==> config.mk <==
export PLATFORM = sky130hd
export DESIGN_NAME = clock_div_monitor
export DESIGN_NICKNAME = d
export VERILOG_FILES = /design/src/rtl/clock_div_monitor.sv
export SDC_FILE = /design/constraint.sdc
export NUM_CORES = 1
export LEC_CHECK = 0
export ABC_AREA = 1
export BUFFER_PORTS_ARGS = -buffer_cell sky130_fd_sc_hd__buf_2
export CORE_UTILIZATION = 50
export CTS_CLUSTER_DIAMETER = 30
export DETAILED_ROUTE_END_ITERATION = 8
export GPL_TIMING_DRIVEN = 0
export PLACE_DENSITY = 0.67
export SLEW_MARGIN = 15
export SYNTH_ARGS = -nofsm -noshare
export SYNTH_HDL_FRONTEND = slang
export SYNTH_SLANG_ARGS = --single-unit
==> constraint.sdc <==
create_clock -name i_clk_mhz -period 5.3 [get_ports i_clk_mhz]
set_clock_uncertainty 0.1 [all_clocks]
set_input_delay 1.59 -clock i_clk_mhz [delete_from_list [all_inputs] [get_ports i_clk_mhz]]
set_output_delay 1.59 -clock i_clk_mhz [all_outputs]
set_load 0.05 [all_outputs]
==> src/rtl/clock_div_monitor.sv <==
// clock_div_monitor
// Receives the divided clock/reset pair from the even-integer clock divider.
// Both are sampled as data on i_clk_mhz and synchronized. Single-cycle
// rise/fall enables are produced from them. Each half-period is measured
// against the expected divisor, and lock, stall and reset-sequence status
// is reported.

module clock_div_monitor #(
    parameter int par_clk_divisor = 1000,
    parameter int par_tol         = 1,
    parameter int par_lock_count  = 4,
    parameter int par_sync_stages = 2,
    parameter int par_cnt_width   = 16
) (
    input  logic                     i_clk_mhz,
    input  logic                     i_rstn_mhz,
    input  logic                     i_clk_div,
    input  logic                     i_rst_div,
    output logic                     o_rise_ce,
    output logic                     o_fall_ce,
    output logic                     o_locked,
    output logic                     o_stall,
    output logic                     o_err_pulse,
    output logic                     o_rst_err,
    output logic                     o_rst_done,
    output logic [par_cnt_width-1:0] o_half_meas,
    output logic [7:0]               o_err_cnt
);

    localparam int c_half   = par_clk_divisor / 2;
    localparam int c_good_w = $clog2(par_lock_count + 1);

    localparam logic [par_cnt_width-1:0] c_lo      = par_cnt_width'(c_half - par_tol);
    localparam logic [par_cnt_width-1:0] c_hi      = par_cnt_width'(c_half + par_tol);
    localparam logic [par_cnt_width-1:0] c_stall   = par_cnt_width'(c_half + par_tol + 1);
    localparam logic [par_cnt_width-1:0] c_cnt_one = par_cnt_width'(1);
    localparam logic [c_good_w-1:0]      c_good_one    = c_good_w'(1);
    localparam logic [c_good_w-1:0]      c_lock_target = c_good_w'(par_lock_count);

    typedef enum logic [1:0] {
        ST_IDLE,
        ST_ACQUIRE,
        ST_LOCKED,
        ST_STALLED
    } state_t;

    // Synchronizer chains: bit 0 samples the input, the top bit is the synchronized level
    logic [par_sync_stages-1:0] clk_sync_reg;
    logic [par_sync_stages-1:0] rst_sync_reg;
    logic                       clk_s;
    logic                       rst_s;

    // Edge detection state and registered strobes
    logic clk_prev_reg;
    logic rst_prev_reg;
    logic rise_ce_reg;
    logic fall_ce_reg;
    logic rst_done_reg;
    logic rst_err_reg;

    logic clk_rise_det;
    logic clk_fall_det;
    logic rst_fall_det;
    logic edge_det;

    // Measurement and FSM state
    state_t                    state_reg;
    logic [par_cnt_width-1:0]  cnt_reg;
    logic [par_cnt_width-1:0]  cnt_inc;
    logic                      meas_good;
    logic [c_good_w-1:0]       good_reg;
    logic [par_cnt_width-1:0]  half_meas_reg;
    logic                      err_pulse_reg;
    logic [7:0]                err_cnt_reg;
    logic                      locked_reg;
    logic                      stall_reg;

    assign clk_s = clk_sync_reg[par_sync_stages-1];
    assign rst_s = rst_sync_reg[par_sync_stages-1];

    assign clk_rise_det = clk_s & ~clk_prev_reg;
    assign clk_fall_det = ~clk_s & clk_prev_reg;
    assign rst_fall_det = ~rst_s & rst_prev_reg;
    assign edge_det     = clk_rise_det | clk_fall_det;

    // The measurement is the spacing between edge strobes, i.e. the count value plus one
    assign cnt_inc   = (&cnt_reg) ? cnt_reg : (cnt_reg + c_cnt_one);
    assign meas_good = (cnt_inc >= c_lo) && (cnt_inc <= c_hi);

    // Shift the divided clock and reset through their synchronizer chains
    always_ff @(posedge i_clk_mhz or negedge i_rstn_mhz) begin
        if (!i_rstn_mhz) begin
            clk_sync_reg <= '0;
            rst_sync_reg <= '0;
        end else begin
            clk_sync_reg <= {clk_sync_reg[par_sync_stages-2:0], i_clk_div};
            rst_sync_reg <= {rst_sync_reg[par_sync_stages-2:0], i_rst_div};
        end
    end

    // Register edge strobes and classify reset deassertion against the clock falling edge
    always_ff @(posedge i_clk_mhz or negedge i_rstn_mhz) begin
        if (!i_rstn_mhz) begin
            clk_prev_reg <= 1'b0;
            rst_prev_reg <= 1'b0;
            rise_ce_reg  <= 1'b0;
            fall_ce_reg  <= 1'b0;
            rst_done_reg <= 1'b0;
            rst_err_reg  <= 1'b0;
        end else begin
            clk_prev_reg <= clk_s;
            rst_prev_reg <= rst_s;
            rise_ce_reg  <= clk_rise_det;
            fall_ce_reg  <= clk_fall_det;
            rst_done_reg <= rst_fall_det & clk_fall_det;
            rst_err_reg  <= rst_fall_det & ~clk_fall_det;
        end
    end

    // Half-period counter, lock/stall FSM, measurement capture and error counting
    always_ff @(posedge i_clk_mhz or negedge i_rstn_mhz) begin
        if (!i_rstn_mhz) begin
            state_reg     <= ST_IDLE;
            cnt_reg       <= '0;
            good_reg      <= '0;
            half_meas_reg <= '0;
            err_pulse_reg <= 1'b0;
            err_cnt_reg   <= '0;
            locked_reg    <= 1'b0;
            stall_reg     <= 1'b0;
        end else begin
            err_pulse_reg <= 1'b0;
            cnt_reg       <= edge_det ? '0 : cnt_inc;

            if (rst_s) begin
                // Divided-domain reset overrides everything; measurement and error count hold
                state_reg  <= ST_IDLE;
                cnt_reg    <= '0;
                good_reg   <= '0;
                locked_reg <= 1'b0;
                stall_reg  <= 1'b0;
            end else begin
                case (state_reg)
                    ST_IDLE: begin
                        // First edge after reset only starts the counter
                        if (edge_det) begin
                            state_reg <= ST_ACQUIRE;
                            good_reg  <= '0;
                        end
                    end

                    ST_ACQUIRE: begin
                        if (edge_det) begin
                            half_meas_reg <= cnt_inc;
                            if (meas_good) begin
                                if ((good_reg + c_good_one) == c_lock_target) begin
                                    state_reg  <= ST_LOCKED;
                                    locked_reg <= 1'b1;
                                end
                                good_reg <= good_reg + c_good_one;
                            end else begin
                                good_reg      <= '0;
                                err_pulse_reg <= 1'b1;
                                if (err_cnt_reg != 8'hFF) begin
                                    err_cnt_reg <= err_cnt_reg + 8'd1;
                                end
                            end
                        end else if (cnt_inc >= c_stall) begin
                            state_reg <= ST_STALLED;
                            stall_reg <= 1'b1;
                            good_reg  <= '0;
                        end
                    end

                    ST_LOCKED: begin
                        if (edge_det) begin
                            half_meas_reg <= cnt_inc;
                            if (!meas_good) begin
                                state_reg     <= ST_ACQUIRE;
                                locked_reg    <= 1'b0;
                                good_reg      <= '0;
                                err_pulse_reg <= 1'b1;
                                if (err_cnt_reg != 8'hFF) begin
                                    err_cnt_reg <= err_cnt_reg + 8'd1;
                                end
                            end
                        end else if (cnt_inc >= c_stall) begin
                            state_reg  <= ST_STALLED;
                            locked_reg <= 1'b0;
                            stall_reg  <= 1'b1;
                            good_reg   <= '0;
                        end
                    end

                    ST_STALLED: begin
                        // The edge ending a stall is not measured; it only restarts the counter
                        if (edge_det) begin
                            state_reg <= ST_ACQUIRE;
                            stall_reg <= 1'b0;
                            good_reg  <= '0;
                        end
                    end

                    default: begin
                        state_reg  <= ST_IDLE;
                        locked_reg <= 1'b0;
                        stall_reg  <= 1'b0;
                        good_reg   <= '0;
                    end
                endcase
            end
        end
    end

    assign o_rise_ce   = rise_ce_reg;
    assign o_fall_ce   = fall_ce_reg;
    assign o_locked    = locked_reg;
    assign o_stall     = stall_reg;
    assign o_err_pulse = err_pulse_reg;
    assign o_rst_err   = rst_err_reg;
    assign o_rst_done  = rst_done_reg;
    assign o_half_meas = half_meas_reg;
    assign o_err_cnt   = err_cnt_reg;

endmodule

After elaboration in Yosys (flattened, before gate mapping)

Index checks and enable logic that the tools add are counted.

Output and inout port bits: 31
Register bits: 58
Logic and storage cells: 99
Input port bits: 4

Reduce and logical (&&, ||, !) cells: 13
Muxes and demuxes: 37
Bitwise operators: 11
Magnitude comparators: 3
Add/sub/neg operators: 3
Equality and inequality tests: 16

Operators by type and width:

| kind                    | number |
|---|---|
| $mux W16                | 3 |
| $ge A16 B9 Y1 const B   | 2 |
| $mux W3                 | 7 |
| $add A16 B1 Y16 const B | 1 |
| $le A16 B9 Y1 const B   | 1 |
| $mux W2                 | 8 |
| $ne A4 B4 Y1 const B    | 4 |
| $reduce_and A16 Y1      | 1 |
| $mux W1                 | 15 |
| $ne A3 B3 Y1 const B    | 5 |
| $pmux W3 S3             | 1 |
| $add A8 B1 Y8 const B   | 1 |
| $ne A8 B8 Y1 const B    | 1 |
| $reduce_and A4 Y1       | 2 |
| $ne A3 B1 Y1 const B    | 2 |
| $pmux W2 S3             | 1 |
| $reduce_and A6 Y1       | 1 |
| $reduce_bool A3 Y1      | 2 |
| $and A1 B1 Y1           | 5 |
| $not A1 Y1              | 5 |
| $reduce_and A5 Y1       | 1 |
| $eq A2 B2 Y1 const B    | 2 |
| $pmux W1 S2             | 2 |
| $reduce_or A2 Y1        | 2 |
| other kinds (8)         | 8 |

Logic depth before layout (Yosys ltp)

Gate-level depths: netlist (run 1).

Depth after elaboration: 8
Mapped depth: 19
Depth with buffers taken out: 19

Worst setup path before layout (run 1)

No wires, ideal clock.

Kind: register to output
Start point: register err_cnt_reg[2], in the netlist o_err_cnt[2]
End point: output o_err_cnt[2]
Path buffers: 0
Slack: 2.954 ns
Stages on the path, launching flop included: 1
Data required time: 3.610 ns
Arrival: 0.656 ns
Cells stage by stage: dfrtp_1

RTL lines:

| what                     | line | RTL |
|---|---|---|
| start: declaration       | 74   | `logic [7:0] err_cnt_reg;` |
| start signal: assignment | 165  | `err_cnt_reg <= err_cnt_reg + 8'd1;` |
| start signal: assignment | 184  | `err_cnt_reg <= err_cnt_reg + 8'd1;` |
| end: declaration         | 27   | `output logic [7:0] o_err_cnt` |

No word-level cell between the ends.

Worst setup path after layout (run 1)

Start point: register cnt_reg[0]
End point: register state_reg[1]

Longest elaborated chain between the ends: 7
Elaborated cells between the ends (all ways): 15
Classes of those cells: 1 x add/sub; 3 x order compare; 2 x eq/ne; 6 x mux; 3 x reduce/logical

Ends and longest elaborated chain:

| what                                                         | line     | RTL |
|---|---|---|
| start: declaration                                           | 68       | `logic [par_cnt_width-1:0] cnt_reg;` |
| start signal: assignment                                     | 133      | `cnt_reg <= edge_det ? '0 : cnt_inc;` |
| $add A16 B1 Y16 / $reduce_and A16 Y1 (equally long branches) | 87       | `assign cnt_inc = (&cnt_reg) ? cnt_reg : (cnt_reg + c_cnt_one);` |
| $mux W16 *                                                   | 87       |  |
| $ge A16 B9 Y1                                                | 168, 187 |  |
| $mux W2                                                      | --       |  |
| $mux W2 (on tied branches)                                   | --       |  |
| $pmux W2 S3                                                  | --       |  |
| $mux W2                                                      | --       |  |
| end signal: assignment                                       | 123      | `state_reg <= ST_IDLE;` |
| end signal: assignment                                       | 137      | `state_reg <= ST_IDLE;` |
| end signal: assignment                                       | 147      | `state_reg <= ST_ACQUIRE;` |
| end: declaration                                             | 67       | `state_t state_reg;` |

Mark *: on every way between the ends. The rest lies on a longest branch, timed or not.
A chain may end at the register's enable or synchronous reset.

==> results of run 1 <==
==> cell type report <==
class | count | share of cell area [%]
Tap cell | 75 | 2.66
Multi-Input combinational cell | 278 | 39.7
Sequential cell | 58 | 41.1
Buffer | 6 | 0.886
Clock buffer | 9 | 3.51
Clock inverter | 7 | 1.95
Timing Repair Buffer | 34 | 4.89
Inverter | 50 | 5.32
==> per-layer routing <==
layer,up-vias,part of all wire [%],GRT usage [%]
met5,-,0,0
met4,0,0.94,10.7
met3,7,3.1,3.75
met2,44,49,37.3
met1,1216,46,28.8
li1,1325,-,-
==> worst min-delay path by stage <==
stage,to,slack (ns)
after floorplan,clk_sync_reg[1]$_DFF_PN0_,0.23
after global placement,clk_sync_reg[1]$_DFF_PN0_,0.24
after detailed placement,rst_sync_reg[1]$_DFF_PN0_,0.24
after CTS,clk_sync_reg[1]$_DFF_PN0_,0.26
after global routing,rst_sync_reg[1]$_DFF_PN0_,0.26
final,clk_sync_reg[1]$_DFF_PN0_,0.25
==> cells by family (layout without fill, tap and decap cells) <==
| family | count (synthesis) | after routing | share of synthesized area (%) |
|---|---|---|---|
| compound gates | 40 | 40 | 7.13 |
| xor+xnor | 11 | 11 | 3.14 |
| fa+ha+maj | 11 | 11 | 4.48 |
| buf+inv | 56 | 106 | 7.13 |
| flops | 58 | 58 | 47.3 |
| simple gates | 216 | 216 | 30.8 |
==> cells in the final DEF (no fill, tap or decap) <==
master      count
a221oi_1        1
o21ai_0        27
nand3_2         4
nand3_1        27
or2_2           2
buf_4           1
inv_2           2
a31oi_1         2
buf_2          34
nand2_2         3
a21oi_1         5
nand2_1       110
clkbuf_8        9
nand4_1         6
clkinv_2        3
xor2_1          4
xnor2_1         7
bufinv_16       1
clkbuf_1        4
inv_6           1
buf_6           1
a21oi_2         2
nand2_4         2
nor2_1         55
o21bai_1        2
nor2_2          1
o21ai_1         1
ha_1           11
clkinvlp_4      2
nor2_4          4
nor3_1          2
inv_1          48
dfrtp_1        58
==> worst max-delay path, delay by kind of cell (launching register included) <==
family | cells | cell delay [ns]
flops | 1 | 0.47
simple gates | 14 | 1.45
fa+ha+maj | 1 | 0.32
buf+inv | 4 | 0.32
==> power by group through the flow <==
stage | Sequential (mW) | Clock [mW] | Combinational, mW
global route | 0.537 | 0.423 | 0.442
floorplan | 0.667 | 0 | 0.173
detailed placement | 0.539 | 0 | 0.400
global placement | 0.539 | 0 | 0.396
CTS | 0.531 | 0.407 | 0.401
finish | 0.532 | 0.401 | 0.398
==> stage by stage <==
step	hold WS [ns]	power (mW)
finish	0.252	1.33
CTS	0.255	1.34
detailed placement	0.239	0.940
global placement	0.236	0.935
global route	0.260	1.40
floorplan	0.231	0.841
==> metrics.md, run 1 <==
| Metric | Value |
|---|---|
| Outcome | `completed` |
| Sw frac | `38.9%` |
| Synth top cells by count | `nand2_1 (110), dfrtp_1 (58), nor2_1 (55)` |
| Synth cell types | `27` |
| Cells after Synth | `392` |
| Die W | `80.4 um` |
| Reg2reg end | `state_reg[1]$_DFFE_PN0P_` |
| Final worst setup slack | `2.52 ns` |
| Clock buffer depth | `2` |
| Worst reg2reg startpoint | `cnt_reg[0]$_DFF_PN0_` |
| Worst vdd ir | `0.325 mV` |
| CP max stage cell | `dfrtp_1` |
| GR Util All Layers | `22.6%` |
| Psw | `0.517 mW` |
| EDFF count, synth | `0` |
| IO buf count | `34` |
| Final Util | `59.6%` |
| Share of cells above drive strength 1 | `16.3%` |
| N_diodes | `0` |
| Footprint of the multi-input gates | `1400 um^2` |
| P_int | `0.814 mW` |
| CP Max Fanout | `10` |
| Initial DRC count | `136` |
| Largest net degree at the start of global routing | `59` |
| Remaining DRCs | `0` |
| Final Cycle Share | `52.5%` |
| Remaining global-route overflow | `0` |
| Synth warn | `0` |
| Clock Power Share | `30.1%` |
| Worst hold start | `clk_sync_reg[0]$_DFF_PN0_` |
| Most frequent cell after synthesis | `nand2_1` |
| Hold path cells | `0` |
| Ranking of synthesized cells by area | `dfrtp_1 (47%), nand2_1 (13%), nor2_1 (6.7%)` |
| Max-Cap Viols | `0` |
| Count of final setup violators | `0` |
| Dpl hpwl | `4820 um` |
| Setup TNS | `0 ns` |
| Clk slew on worst S/H paths | `0.07 ns` |
| CTS tree | `built` |
| Critical Path Sink | `state_reg[1]$_DFFE_PN0P_` |
| Gp weighted congestion | `0.855` |
| Core ar. | `5920 um^2` |
| Worst Path Required | `5.43 ns` |
| Worst Path Arrival | `2.91 ns` |
| CP startpoint kind | `flip-flop` |
| Worst min path class | `flip-flop to flip-flop` |
| Fin. max-slew vios | `0` |
| Gate power share | `29.9%` |
| Cell taking the most area after synthesis | `dfrtp_1` |
| Die H | `80.4 um` |
| Number of buffers created by CTS | `9` |
| Global-route wire length before repair | `10800 um` |
| Crit path kind | `flip-flop to flip-flop` |
| Post-CTS sizing | `0` |
| Vias | `2592` |
| P per Cell Area | `377 nW/um^2` |
| Number of global-route vias before repair | `2357` |
| Starting Density | `51.9%` |
| Seq. cell area | `1450 um^2` |
| Avg Cell Area, Syn | `7.83 um^2` |
| Design Area, Final | `3530 um^2` |
| RSZ-0062 raised after global routing | `false` |
| Top cell type's share of synthesized area | `47.3%` |
| Crit path time final | `2.78 ns` |
| CP Cell Sequence | `ha_1 -> inv_2 -> nor2_4 -> nand2_4 -> nor2_4 -> buf_6 -> nand2_1 -> nand2_1 -> nand2_1 -> nand2_1 -> nand3_2 -> nor2_4 -> nand3_2 -> nand2_1 -> inv_1 -> nor2_2 -> nand2_1 -> nand2_1 -> inv_1` |
| Post-Syn Nets | `407` |
| Top Ports | `35` |
| Mapped Area | `3070 um^2` |
| LEAKAGE | `1.90 nW` |
| Final Hold Viols | `0` |
| Max-slew headroom | `51.2%` |
| Worst setup startpoint | `cnt_reg[0]$_DFF_PN0_` |
| Sequential fraction of the synthesis area | `47.3%` |
| Nets@finish | `452` |
| CTS root buffer | `clkbuf_8` |
| Worst skew pair latency | `0.34 ns` |
| H-tree depth | `3` |
| Hold_buf cts | `0` |
| P&R area growth vs syn | `15.0%` |
| Worst-Margin Slew | `0.732 ns` |
| Non-Filler Instances | `517` |
| Die area | `6460 um^2` |
| Asr flop ratio synth | `100%` |
| Largest stage delay on the critical path | `0.47 ns` |
| Ys flop type | `dfrtp_1` |
| Fraction of power consumed by sequential logic | `39.9%` |
| Peak Freq | `360 MHz` |
| Placed cells | `501` |
| Final wirelength | `6630 um` |
| CP Capture Type | `flip-flop` |
| CTS sink count | `58` |
| Crit path top cell by count | `nand2_1` |
| Routed len/inst | `12.8 um` |
| Reg2Reg Setup Slack | `2.52 ns` |
| Routed Antenna Nets | `0` |
| Row count | `28` |
| Worst Reg2Reg Path Length in Cells | `19` |
| Filler Cell Count | `535` |
| Flop and latch count out of synthesis | `58` |
| DRT Pass-1 Iters | `5` |
| Pre-CTS WS | `2.55 ns` |
| Initial antenna violation count | `0` |
| Post-CTS Setup Repair Bufs | `0` |
| Placement Cell Area | `3340 um^2` |
| Vias per cell | `5.01` |
Power figures use the tool's default switching activity.
==> run 2: changes to the inputs <==
==> constraint.sdc (replaced) <==
create_clock -name i_clk_mhz -period 2.8 [get_ports i_clk_mhz]
set_clock_uncertainty 0.1 [all_clocks]
set_input_delay 0.84 -clock i_clk_mhz [delete_from_list [all_inputs] [get_ports i_clk_mhz]]
set_output_delay 0.84 -clock i_clk_mhz [all_outputs]
set_load 0.05 [all_outputs]
==> run 2 against run 1 <==
Against the previous run: final cell count unchanged; hold slack barely moved; critical path depth unchanged; clock-buffer cell count did not move; total power is 90% higher; register-to-register slack lost 2.4 ns; clock power rose by 89%; routed wire length is 0.14% lower; flip-flop and latch count unchanged; sequential power rose by 90%; setup slack got worse by 2.4 ns.
==> metrics.md, run 2 (synthesized netlist as in run 1, its figures left out) <==
| Metric | Value |
|---|---|
| Worst hold start | `clk_sync_reg[0]$_DFF_PN0_` |
| CP startpoint kind | `flip-flop` |
| Design Area, Final | `3550 um^2 (+0.67%)` |
| Crit path time final | `2.65 ns (-0.135 ns)` |
| Worst Path Arrival | `2.77 ns (-0.14 ns)` |
| CTS root buffer | `clkbuf_8` |
| Final wirelength | `6620 um (-0.14%)` |
| Number of global-route vias before repair | `2357 (unchanged)` |
| Vias per cell | `5.01 (-0.15%)` |
| Count of final setup violators | `0 (unchanged)` |
| Top Ports | `35 (unchanged)` |
| Post-CTS Setup Repair Bufs | `0 (unchanged)` |
| Clk slew on worst S/H paths | `0.07 ns (about the same)` |
| Nets@finish | `452 (unchanged)` |
| Dpl hpwl | `4820 um (unchanged)` |
| DRT Pass-1 Iters | `5 (unchanged)` |
| Hold endpoint | `clk_sync_reg[1]$_DFF_PN0_` |
| Placement Cell Area | `3340 um^2 (unchanged)` |
| Peak Freq | `378 MHz (+5.1%)` |
| Worst skew pair latency | `0.34 ns (about the same)` |
| Worst reg2reg startpoint | `cnt_reg[1]$_DFF_PN0_` |
| LEAKAGE | `1.89 nW (-0.10%)` |
| Remaining DRCs | `0 (unchanged)` |
| Crit path kind | `flip-flop to flip-flop` |
| CP Max Fanout | `10 (unchanged)` |
| Fin. max-slew vios | `0 (unchanged)` |
| Initial DRC count | `162 (+19%)` |
| Most common cell after layout, fill and taps aside | `nand2_1` |
| Worst Reg2Reg Path Length in Cells | `19 (unchanged)` |
| Routed len/inst | `12.8 um (-0.14%)` |
| Hold path cells | `0 (unchanged)` |
| P&R area growth vs syn | `15.7%` |
| Vias | `2588 (-0.15%)` |
| Setup TNS | `0 ns (unchanged)` |
| Pre-CTS WS | `0.0523 ns (-2.50 ns)` |
| Commonest non-fill, non-tap cells in the layout | `nand2_1 (110), dfrtp_1 (57), nor2_1 (54), inv_1 (48), buf_2 (34)` |
| GR Util All Layers | `22.6% (unchanged)` |
| Clock buffer depth | `2 (unchanged)` |
| Placed cells | `501 (unchanged)` |
| Row count | `28 (unchanged)` |
| Die area | `6460 um^2 (unchanged)` |
| Remaining global-route overflow | `0 (unchanged)` |
| P_int | `1.54 mW (+90%)` |
| Non-Filler Instances | `517 (unchanged)` |
| Starting Density | `51.9% (unchanged)` |
| Clock Power Share | `30.0% (about the same)` |
| Final Util | `60.0% (+0.40 points)` |
| Gp weighted congestion | `0.855 (unchanged)` |
| Die H | `80.4 um (unchanged)` |
| Initial antenna violation count | `0 (unchanged)` |
| Share of cells above drive strength 1 | `17.0% (+0.68 points)` |
| Routed Antenna Nets | `0 (unchanged)` |
| Sw frac | `38.9% (+0.064 points)` |
| Reg2reg end | `state_reg[1]$_DFFE_PN0P_` |
| Gate power share | `30.1% (+0.2 points)` |
| Final Hold Viols | `0 (unchanged)` |
| CTS tree | `built` |
| Final worst setup slack | `0.154 ns (-2.37 ns)` |
| Max-Cap Viols | `0 (unchanged)` |
| CP Capture Type | `flip-flop` |
| H-tree depth | `3 (unchanged)` |
| Psw | `0.985 mW (+90%)` |
| Worst min path class | `flip-flop to flip-flop` |
| Worst Path Required | `2.93 ns (-2.50 ns)` |
| Worst vdd ir | `0.615 mV (+89%)` |
| IO buf count | `34 (unchanged)` |
| Core ar. | `5920 um^2 (unchanged)` |
| N_diodes | `0 (unchanged)` |
| RSZ-0062 raised after global routing | `false` |
| Fraction of power consumed by sequential logic | `39.9% (about the same)` |
| P per Cell Area | `712 nW/um^2 (+89%)` |
| Largest net degree at the start of global routing | `59 (unchanged)` |
| Final Cycle Share | `94.5% (+42 points)` |
| Outcome | `completed` |
| Filler Cell Count | `533 (-0.37%)` |
| Max-slew headroom | `51.7% (+0.46 points)` |
| Number of buffers created by CTS | `9 (unchanged)` |
| Worst-Margin Slew | `0.725 ns (-0.00686 ns)` |
| Die W | `80.4 um (unchanged)` |
| CTS sink count | `58 (unchanged)` |
| Global-route wire length before repair | `10800 um (unchanged)` |
| Reg2Reg Setup Slack | `0.15 ns (-2.37 ns)` |
-- run 2: metal layers --
| layer | GRT usage (%) | routed length (um) |
|---|---|---|
| met1 | 28.8 | 3080 |
| met2 | 37.3 | 3280 |
| met3 | 3.75 | 160 |
| met4 | 10.7 | 101 |
| met5 | 0 | 0 |
-- run 2: layout make-up --
cell class,instances,area (um^2),share of cell area [%]
Sequential cell,58,1450,40.9
Multi-Input combinational cell,278,1420,40.0
Inverter,50,188,5.28
Timing Repair Buffer,34,173,4.86
Clock buffer,9,124,3.49
Tap cell,75,93.8,2.64
Clock inverter,7,68.8,1.94
Buffer,6,31.3,0.880
-- run 2: critical path, stage by stage (launching register included) --
cell and delay, ns:
dfrtp_1 0.45, ha_4 0.20, inv_2 0.05, nor2_4 0.15, nand2_4 0.11, nor2_4 0.16
buf_6 0.15, nand2_1 0.06, nand2_1 0.12, nand2_1 0.08, nand2_1 0.09, nand3_2 0.09
nor2_4 0.19, nand3_2 0.10, nand2_1 0.10, inv_1 0.07, nor2_2 0.10, nand2_1 0.06
nand2_1 0.06, inv_1 0.04
-- run 2: through the flow --
step | total power, mW | hold slack, ns
floorplan | 1.59 | 0.231
global placement | 1.77 | 0.236
detailed placement | 1.78 | 0.239
CTS | 2.54 | 0.255
global route | 2.66 | 0.260
finish | 2.53 | 0.252
-- run 2: timing repair --
action	4_1_cts	5_1_grt
endpoints found under the setup margin	0	16
hold buffers	0	0
resized for setup	0	6
-- run 2: power groups by stage --
stage | Sequential, mW | Clock [mW] | Combinational, mW
2_1_floorplan | 1.26 | 0 | 0.328
3_3_place_gp | 1.02 | 0 | 0.750
3_5_place_dp | 1.02 | 0 | 0.758
4_1_cts | 1.01 | 0.770 | 0.760
5_1_grt | 1.02 | 0.801 | 0.844
6_report | 1.01 | 0.759 | 0.761
-- run 2: worst max path at each step --
| stage | from | to | slack, ns | depth (start not counted) |
|---|---|---|---|---|
| 6_report | cnt_reg[1]$_DFF_PN0_ | state_reg[1]$_DFFE_PN0P_ | 0.15 | 19 |
| 5_1_grt | cnt_reg[1]$_DFF_PN0_ | state_reg[1]$_DFFE_PN0P_ | 0.006 | 19 |
| 4_1_cts | cnt_reg[0]$_DFF_PN0_ | state_reg[1]$_DFFE_PN0P_ | 0.02 | 19 |
| 3_5_place_dp | cnt_reg[0]$_DFF_PN0_ | state_reg[1]$_DFFE_PN0P_ | 0.05 | 19 |
| 3_3_place_gp | cnt_reg[0]$_DFF_PN0_ | state_reg[1]$_DFFE_PN0P_ | 0.10 | 18 |
| 2_1_floorplan | cnt_reg[0]$_DFF_PN0_ | o_err_cnt[3]$_DFFE_PN0P_ | 0.49 | 14 |
==> run 3: changes to the inputs <==
--- a/config.mk
+++ b/config.mk
@@ -7,11 +7,11 @@
 export LEC_CHECK = 0
 export ABC_AREA = 1
 export BUFFER_PORTS_ARGS = -buffer_cell sky130_fd_sc_hd__buf_2
-export CORE_UTILIZATION = 50
+export CORE_UTILIZATION = 30
 export CTS_CLUSTER_DIAMETER = 30
 export DETAILED_ROUTE_END_ITERATION = 8
 export GPL_TIMING_DRIVEN = 0
-export PLACE_DENSITY = 0.67
+export PLACE_DENSITY = 0.44
 export SLEW_MARGIN = 15
 export SYNTH_ARGS = -nofsm -noshare
 export SYNTH_HDL_FRONTEND = slang
==> run 3 against run 2 <==
Against the previous run: maximum frequency up 2.1%; die area up 65%; hold slack about the same; register-to-register slack better by 0.05 ns.
==> metrics.md, run 3 (synthesized netlist as in run 1, its figures left out) <==
| Metric | Value |
|---|---|
| Dpl hpwl | `5590 um (+16%)` |
| CP Max Fanout | `6 (-4)` |
| Gp weighted congestion | `0.796 (-7.0%)` |
| Max-slew headroom | `54.6% (+3.0 points)` |
| DRT Pass-1 Iters | `4 (-1)` |
| Pre-CTS WS | `-0.00674 ns (-0.0591 ns)` |
| Row count | `36 (+29%)` |
| Die area | `10600 um^2 (+65%)` |
| H-tree depth | `3 (unchanged)` |
| Critical Path Sink | `state_reg[1]$_DFFE_PN0P_` |
| P per Cell Area | `717 nW/um^2 (+0.77%)` |
| Remaining DRCs | `0 (unchanged)` |
| Setup TNS | `0 ns (unchanged)` |
| Remaining global-route overflow | `0 (unchanged)` |
| Hold_buf cts | `0 (unchanged)` |
| Worst Reg2Reg Path Length in Cells | `18 (-1)` |
| Worst vdd ir | `0.372 mV (-40%)` |
| LEAKAGE | `1.93 nW (+1.7%)` |
| CP startpoint kind | `flip-flop` |
| Filler Cell Count | `1009 (+89%)` |
| Starting Density | `31.1% (-21 points)` |
| CTS root buffer | `clkbuf_8` |
| Die H | `103 um (+28%)` |
| Share of cells above drive strength 1 | `17.2% (+0.19 points)` |
| Final Cycle Share | `92.6% (-2.0 points)` |
| CTS tree | `built` |
| Worst-Margin Slew | `0.678 ns (-0.0470 ns)` |
| Largest net degree at the start of global routing | `37 (-37%)` |
| Most common cell after layout, fill and taps aside | `nand2_1` |
| P&R area growth vs syn | `19.6%` |
| Die W | `103 um (+28%)` |
| Count of final setup violators | `0 (unchanged)` |
| Number of global-route vias before repair | `2379 (+0.93%)` |
| Routed len/inst | `13.1 um (+2.0%)` |
| GR Util All Layers | `16.0% (-6.6 points)` |
| Outcome | `completed` |
| Fin. max-slew vios | `0 (unchanged)` |
| Core ar. | `9860 um^2 (+67%)` |
| Number of buffers created by CTS | `9 (unchanged)` |
| Final wirelength | `7520 um (+14%)` |
| Global-route wire length before repair | `12600 um (+16%)` |
| Initial DRC count | `133 (-18%)` |
| Clk slew on worst S/H paths | `0.07 ns (about the same)` |
| CTS sink count | `58 (unchanged)` |
| Vias per cell | `4.45 (-11%)` |
| Crit path time final | `2.59 ns (-0.0548 ns)` |
| Worst Path Arrival | `2.73 ns (-0.04 ns)` |
| CP max stage cell | `dfrtp_1` |
| Crit path top cell by count | `nand2_1` |
| Worst hold start | `clk_sync_reg[0]$_DFF_PN0_` |
| Worst Path Required | `2.94 ns (about the same)` |
| Routed Antenna Nets | `0 (unchanged)` |
| Worst setup startpoint | `cnt_reg[1]$_DFF_PN0_` |
| Crit path kind | `flip-flop to flip-flop` |
| Clock buffer depth | `2 (unchanged)` |
| Worst min path class | `flip-flop to flip-flop` |
| Commonest non-fill, non-tap cells in the layout | `nand2_1 (110), dfrtp_1 (57), nor2_1 (54), inv_1 (48), buf_2 (33)` |
| CP Cell Sequence | `ha_4 -> inv_2 -> nor2_4 -> nand2_4 -> nor2_1 -> nand3_1 -> nand2_1 -> inv_1 -> nor2_1 -> nand2_1 -> nor2_4 -> nand3_2 -> nand2_4 -> inv_2 -> nand3_1 -> nand2_1 -> nand2_1 -> inv_1` |
| Worst reg2reg startpoint | `cnt_reg[1]$_DFF_PN0_` |
| Worst skew pair latency | `0.35 ns (about the same)` |
| Vias | `2563 (-0.97%)` |
| CP Capture Type | `flip-flop` |
| Nets@finish | `454 (+0.44%)` |
| Reg2Reg Setup Slack | `0.21 ns (+0.05 ns)` |
| Max-Cap Viols | `0 (unchanged)` |
| N_diodes | `0 (unchanged)` |
| Final Hold Viols | `0 (unchanged)` |
| Largest stage delay on the critical path | `0.46 ns (about the same)` |
| Peak Freq | `386 MHz (+2.1%)` |
| Initial antenna violation count | `0 (unchanged)` |
| Reg2reg end | `state_reg[1]$_DFFE_PN0P_` |
| IO buf count | `34 (unchanged)` |
| Top Ports | `35 (unchanged)` |
| Final worst setup slack | `0.208 ns (+0.0548 ns)` |
[run 3: area by class of cell]
cell class                      instances  area [um^2]  area share (%)
Tap cell                              133          166            4.53
Multi-Input combinational cell        278         1430            38.8
Timing Repair Buffer                   37          208            5.65
Sequential cell                        58         1450            39.5
Inverter                               50          188            5.11
Buffer                                  5         26.3           0.715
Clock inverter                          5         80.1            2.18
Clock buffer                           10          128            3.47
[run 3: stage by stage]
| step | power (mW) | cells | instance area [um^2] | hold slack [ns] | util, % |
|---|---|---|---|---|---|
| 2_1_floorplan | 1.59 | 392 | 3070 | 0.231 | - |
| 6_report | 2.63 | 576 | 3670 | 0.252 | 37.2 |
| 5_1_grt | 2.79 | 576 | 3670 | 0.265 | 37.2 |
| 3_3_place_gp | 1.79 | 559 | 3410 | 0.232 | 34.5 |
| 4_1_cts | 2.66 | 574 | 3630 | 0.255 | 36.8 |
| 3_5_place_dp | 1.79 | 560 | 3430 | 0.237 | 34.8 |
[run 3: timing repair]
action	4_1_cts	5_1_grt
setup buffers	0	2
pin swaps	1	1
setup endpoints to repair	3	29
resized for setup	0	7
[run 3: how the worst min path moves through the flow]
stage,to,cells past startpoint,slack [ns]
after floorplan,clk_sync_reg[1]$_DFF_PN0_,0,0.23
after global placement,rst_sync_reg[1]$_DFF_PN0_,0,0.23
after CTS,clk_sync_reg[1]$_DFF_PN0_,0,0.25
after detailed placement,clk_sync_reg[1]$_DFF_PN0_,0,0.24
final,clk_sync_reg[1]$_DFF_PN0_,0,0.25
after global routing,rst_sync_reg[1]$_DFF_PN0_,0,0.27
[run 3: power by group]
group          internal, mW  leakage, nW  switching (mW)
combinational         0.207         1.05           0.568
sequential            0.931        0.773          0.0785
clock                 0.495       0.0984           0.355
[run 3: critical path, delay by kind of cell (launching register included)]
kind | cells | cell delay, ns
adder cells (fa/ha/maj) | 1 | 0.20
AND/OR/NAND/NOR | 13 | 1.51
flip-flops | 1 | 0.46
buffers and inverters | 4 | 0.21
[run 3: per-layer routing]
metal / up-vias / global-route usage, % / wire length, um
met5: - / 0 / 0
met4: 0 / 6.18 / 119
met2: 41 / 21.7 / 3000
met1: 1180 / 24.1 / 4110
li1: 1331 / - / -
met3: 11 / 3.86 / 290
